`src/rtl/fifo_flex.sv`:
```
// fifo_flex: parametrised synchronous FIFO with occupancy count,
// registered full/empty/almost flags, synchronous flush and sticky
// overflow/underflow error flags. Show-ahead read port: dataout always
// presents the head-of-queue word while the FIFO is non-empty.
//
// Optional feature: define FIFO_FLEX_WATERMARK_EN to add the `peak`
// output, the highest occupancy seen since the last reset or flush.
//
// DEPTH must be a power of two and >= 2 so that the pointers wrap by
// natural AW-bit overflow. AF_THR is legal in 1..DEPTH, AE_THR in
// 0..DEPTH-1.

module fifo_flex #(
  parameter int unsigned  WIDTH  = 8,
  parameter int unsigned  DEPTH  = 4,
  parameter int unsigned  AF_THR = DEPTH - 1,
  parameter int unsigned  AE_THR = 1,
  localparam int unsigned AW     = $clog2(DEPTH)
) (
  input  logic             clk,
  input  logic             rst_n,
  input  logic             clr,
  input  logic             push,
  input  logic             pop,
  input  logic [WIDTH-1:0] datain,
  output logic [WIDTH-1:0] dataout,
  output logic             full,
  output logic             empty,
  output logic             almost_full,
  output logic             almost_empty,
  output logic [AW:0]      count,
  output logic             overflow,
  output logic             underflow
`ifdef FIFO_FLEX_WATERMARK_EN
  ,
  output logic [AW:0]      peak
`endif
);

  // Thresholds and depth brought to the count width once, so every
  // flag comparison below is a plain same-width unsigned compare.
  localparam logic [AW:0] DEPTH_C  = (AW+1)'(DEPTH);
  localparam logic [AW:0] AF_THR_C = (AW+1)'(AF_THR);
  localparam logic [AW:0] AE_THR_C = (AW+1)'(AE_THR);

  // Flag values for an empty FIFO (count == 0); used by reset and flush.
  // almost_full is only set at zero occupancy for an (illegal) AF_THR of 0.
  localparam logic AF_AT_ZERO = (AF_THR_C == '0);
  localparam logic AE_AT_ZERO = 1'b1;

  // ---------------------------------------------------------------------
  // State
  // ---------------------------------------------------------------------
  logic [WIDTH-1:0] mem_q [DEPTH];

  logic [AW-1:0] wr_ptr_q, wr_ptr_d;
  logic [AW-1:0] rd_ptr_q, rd_ptr_d;
  logic [AW:0]   count_q,  count_d;

  logic full_q,         full_d;
  logic empty_q,        empty_d;
  logic almost_full_q,  almost_full_d;
  logic almost_empty_q, almost_empty_d;
  logic overflow_q,     overflow_d;
  logic underflow_q,    underflow_d;

`ifdef FIFO_FLEX_WATERMARK_EN
  logic [AW:0] peak_q, peak_d;
`endif

  // Accept decisions, taken on pre-edge registered state only.
  logic push_ok;
  logic pop_ok;
  logic wr_en;

  // ---------------------------------------------------------------------
  // Next-state logic: accept rules, pointers, count, error and level flags
  // ---------------------------------------------------------------------
  // A pop is accepted whenever there is data. A push is accepted when there
  // is room, or when a same-cycle accepted pop frees the slot it needs.
  // NOTE: every signal assigned in this block gets a default first, so no
  // path leaves it unassigned and no latch is inferred.
  always_comb begin
    pop_ok  = pop & ~empty_q;
    push_ok = push & (~full_q | pop_ok);

    wr_ptr_d    = wr_ptr_q;
    rd_ptr_d    = rd_ptr_q;
    count_d     = count_q;
    overflow_d  = overflow_q;
    underflow_d = underflow_q;

    if (clr) begin
      // Flush wins over any same-cycle traffic; rejected requests in this
      // cycle do not count as errors.
      wr_ptr_d    = '0;
      rd_ptr_d    = '0;
      count_d     = '0;
      overflow_d  = 1'b0;
      underflow_d = 1'b0;
    end else begin
      if (push_ok) begin
        wr_ptr_d = wr_ptr_q + AW'(1);
      end
      if (pop_ok) begin
        rd_ptr_d = rd_ptr_q + AW'(1);
      end
      count_d     = count_q + (AW+1)'(push_ok) - (AW+1)'(pop_ok);
      overflow_d  = overflow_q  | (push & ~push_ok);
      underflow_d = underflow_q | (pop  & ~pop_ok);
    end

    // Level flags are computed from the next count and registered, so they
    // agree with count in the same cycle and never see push/pop directly.
    full_d         = (count_d == DEPTH_C);
    empty_d        = (count_d == '0);
    almost_full_d  = (count_d >= AF_THR_C);
    almost_empty_d = (count_d <= AE_THR_C);
  end

`ifdef FIFO_FLEX_WATERMARK_EN
  // High-water mark tracks the largest next-count since reset/flush.
  always_comb begin
    peak_d = peak_q;
    if (clr) begin
      peak_d = '0;
    end else if (count_d > peak_q) begin
      peak_d = count_d;
    end
  end
`endif

  // Storage is written only for accepted, non-flushed pushes.
  assign wr_en = push_ok & ~clr;

  // ---------------------------------------------------------------------
  // Control/status registers with asynchronous reset
  // ---------------------------------------------------------------------
  // NOTE: sequential state uses non-blocking assignments so every register
  // samples the pre-edge value of every other register.
  always_ff @(posedge clk or negedge rst_n) begin
    if (!rst_n) begin
      wr_ptr_q       <= '0;
      rd_ptr_q       <= '0;
      count_q        <= '0;
      full_q         <= 1'b0;
      empty_q        <= 1'b1;
      almost_full_q  <= AF_AT_ZERO;
      almost_empty_q <= AE_AT_ZERO;
      overflow_q     <= 1'b0;
      underflow_q    <= 1'b0;
    end else begin
      wr_ptr_q       <= wr_ptr_d;
      rd_ptr_q       <= rd_ptr_d;
      count_q        <= count_d;
      full_q         <= full_d;
      empty_q        <= empty_d;
      almost_full_q  <= almost_full_d;
      almost_empty_q <= almost_empty_d;
      overflow_q     <= overflow_d;
      underflow_q    <= underflow_d;
    end
  end

`ifdef FIFO_FLEX_WATERMARK_EN
  // High-water mark register.
  always_ff @(posedge clk or negedge rst_n) begin
    if (!rst_n) begin
      peak_q <= '0;
    end else begin
      peak_q <= peak_d;
    end
  end
`endif

  // ---------------------------------------------------------------------
  // Storage array
  // ---------------------------------------------------------------------
  // NOTE: the data array has no reset; its contents are only observable
  // through dataout while the FIFO is non-empty, and every such word has
  // been written first. Leaving it unreset lets it map onto plain RAM.
  always_ff @(posedge clk) begin
    if (wr_en) begin
      mem_q[wr_ptr_q] <= datain;
    end
  end

  // ---------------------------------------------------------------------
  // Outputs
  // ---------------------------------------------------------------------
  // Show-ahead read: head word straight from registered state.
  assign dataout      = mem_q[rd_ptr_q];
  assign full         = full_q;
  assign empty        = empty_q;
  assign almost_full  = almost_full_q;
  assign almost_empty = almost_empty_q;
  assign count        = count_q;
  assign overflow     = overflow_q;
  assign underflow    = underflow_q;
`ifdef FIFO_FLEX_WATERMARK_EN
  assign peak         = peak_q;
`endif

endmodule

```
`config.mk`:
```
export PLATFORM = sky130hd
export DESIGN_NAME = fifo_flex
export DESIGN_NICKNAME = d
export VERILOG_FILES = /design/src/rtl/fifo_flex.sv
export SDC_FILE = /design/constraint.sdc
export NUM_CORES = 1
export LEC_CHECK = 0
export ABC_AREA = 0
export CORE_ASPECT_RATIO = 1.2
export CORE_MARGIN = 2
export CORE_UTILIZATION = 29
export CTS_CLUSTER_DIAMETER = 80
export DETAILED_ROUTE_END_ITERATION = 12
export PLACE_DENSITY = 0.59
export SKIP_CTS_REPAIR_TIMING = 1
export SLEW_MARGIN = 20
export SYNTH_ARGS = -nofsm -noshare
export SYNTH_HDL_FRONTEND = slang
export SYNTH_SLANG_ARGS = --single-unit
```
`constraint.sdc`:
```
create_clock -name clk -period 2.1 [get_ports clk]
set_input_delay 0.21 -clock clk [delete_from_list [all_inputs] [get_ports clk]]
set_output_delay 0.21 -clock clk [all_outputs]
set_load 0.02 [all_outputs]
```
==> results_dict.tcl <==
set metrics [dict create \
    viasPerCell 4.46 \
    min_path_type "input pin to asynchronous set/reset pin" \
    drc 0 \
    critical_path.max_stage_delay_ns 0.54 \
    grt_pass1_vias 1129 \
    grt_start_max_net_pins 16 \
    cts_buffers 5 \
    end_kind "register" \
    worstPathArrival_ns 2.34 \
    relSlewSlack 0.596 \
    antenna_found_initial 0 \
    crit_type "register to register" \
    cp.required_ns 2.34 \
    synth_top_area_cell "edfxtp_1" \
    cts_root_buf "clkbuf_8" \
    die_w_um 76.8 \
    rsz0062_at_grt "yes" \
    outcome "completed" \
    syn_area_per_cell_um2 18.1 \
    drtPass1Iterations 4 \
    grt_pass1_wl_um 5660 \
    portBuffers 29 \
    seq_area_um2 1290 \
    num_rows 31 \
    power.leakage_nw 0.995 \
    gr-total-overflow 0 \
    hpwlAfterDp_um 2320 \
    clk_latency_ns 0.30 \
    synth_area_leaders "edfxtp_1 52%, dfrtp_1 15%, mux4_2 9.8%" \
    ant_nets 0 \
    drv_cap 0 \
    cts.sinks 45 \
    wire_per_inst_um 14.9 \
    setup_viol_count_final 0 \
    slew_viol_final 0 \
    vias 1031 \
    crit_buf_inv 2 \
    drt_iter0_drc 96 \
    synthFlopType "edfxtp_1" \
    drive_above_1_share 0.295 \
    yosysTopAreaCellShare 0.522 \
    total_power_mw 2.71 \
    chipHeight_um 91.3 \
    period_share 0.998 \
    async_flop_share 0.289 \
    synth_cell_types 27 \
    synth-seq-cells 45 \
    core_area_um2 6090 \
    p_per_area_nw_per_um2 1100 \
    yosysMostFrequentCell "edfxtp_1" \
    peakVddDrop_uv 615 \
    cpLargestDelayFamily "adder cells" \
    critPathSlowestCell "dfstp_2" \
    clk_pin_slew_ns 0.08 \
    worstMarginPinSlew_ns 0.605 \
    yosys-top-cells-count "32 x edfxtp_1, 11 x dfrtp_1, 10 x nor2_1" \
    finClkSkew_ns 0.00783 \
    crit_chain "nand2b_4 -> inv_2 -> ha_4 -> inv_2 -> ha_4 -> fa_2 -> xor3_2 -> nor2_4 -> a21o_1" \
    worst_setup_path_start_kind "register" \
    synth-edff-count 32 \
    cts_buffer_depth 2 \
    synthCells 102 \
    routed_wirelength_um 3430 \
    yosysSeqAreaShare 0.700 \
    timing.fmax_mhz 477 \
    fillers 581 \
    worstPathMaxFanout 4 \
    ios 30 \
    multi_input_area_um2 531 \
    nets 168 \
    finalCriticalPeriod_ns 2.10 \
    track_usage 0.105 \
    n_antenna_cell 0 \
    timing.final.hold_violations 0 \
    netlist_area_um2 1840 \
    tns_ns 0 \
    htree_levels 2 \
    die-area_um2 7010 \
    ys_warn_count 0 \
    gp_congestion 0.719 \
    cts_tree "yes" \
    areaGrowthSynthToFinish_pct 34.1 \
    syn_nets 122 \
    initial_core_util 0.302 \
]
[sequential cells by signal, summed over array words and instances, names as in the netlist]
register and count:
mem_q 32, count 3, rd_ptr_q 2, wr_ptr_q 2, almost_empty 1, almost_full 1, empty 1, full 1
overflow 1, underflow 1
[path summary, 6_finish.rpt]
| check | from | to | slack [ns] | cells after the start |
|---|---|---|---|---|
| min in group clk | pop | underflow$_DFF_PN0_ | 0.38 | 4 |
| setup reg to reg | empty$_DFF_PN1_ | almost_full$_DFF_PN0_ | 0.003 | 9 |
| max in group asynchronous | rst_n | rd_ptr_q[0]$_DFFE_PN0P_ | 1.39 | 1 |
| hold reg to reg | underflow$_DFF_PN0_ | underflow$_DFF_PN0_ | 0.52 | 2 |
| setup / recovery | empty$_DFF_PN1_ | almost_full$_DFF_PN0_ | 0.003 | 9 |
| hold / removal | rst_n | almost_full$_DFF_PN0_ | 0.29 | 1 |
[worst register-to-register path, stage by stage, from the launching register on]
cell and delay, ns:
dfstp_2 0.54, nand2b_4 0.14, inv_2 0.06, ha_4 0.25
inv_2 0.04, ha_4 0.15, fa_2 0.34, xor3_2 0.27
nor2_4 0.15, a21o_1 0.10
[cells in the final DEF, fill, tap and decap left out, types with 3 or more instances in the layout]
master,n
buf_4,12
mux4_2,8
inv_2,3
clkdlybuf4s50_1,20
dlymetal6s2s_1,9
ha_1,4
inv_1,6
clkbuf_8,5
dfrtp_1,10
and3_1,4
nor2_1,10
edfxtp_1,32
[area by class of cell]
type / count / share of cell area
Timing Repair Buffer: 42 / 0.171
Multi-Input combinational cell: 45 / 0.215
Clock buffer: 5 / 0.0279
Sequential cell: 45 / 0.522
Clock inverter: 3 / 0.00861
Tap cell: 82 / 0.0415
Inverter: 9 / 0.0137
[through the flow]
| step | setup slack [ns] | area [µm²] | util | cells | hold slack, ns |
|---|---|---|---|---|---|
| final | 0.00324 | 2470 | 0.406 | 231 | 0.287 |
| after global routing | -0.0858 | 2470 | 0.406 | 231 | 0.340 |
| after CTS | -0.102 | 2410 | 0.396 | 230 | 0.310 |
| after detailed placement | -0.333 | 2320 | 0.382 | 222 | 0.505 |
| after global placement | -0.288 | 2320 | 0.382 | 222 | 0.492 |
| after floorplan | -0.0276 | 1850 | - | 102 | -0.0856 |
[per-layer routing]
layer | vias up | track usage | part of all wire
met2 | 40 | 0.176 | 0.50
met1 | 520 | 0.126 | 0.42
met5 | - | 0 | 0
met3 | 5 | 0.0378 | 0.071
li1 | 466 | - | -
met4 | 0 | 0.0318 | 0.013
[where the power goes]
part	internal [mW]	switching (mW)	leakage, nW	total (mW)
clock	0.236	0.305	0.0445	0.541
combinational	0.542	0.466	0.494	1.01
sequential	1.08	0.0763	0.456	1.16
total	1.86	0.847	0.995	2.71
[logic make-up after synthesis]
family	share of synthesized area
buffers and inverters	0.0312
adder cells (fa/ha/maj)	0.0516
flip-flops	0.700
XOR/XNOR	0.0231
multiplexers	0.104
AO/OA/AOI/OAI	0.0292
AND/OR/NAND/NOR	0.0611
(Power assumes the default switching activity.)
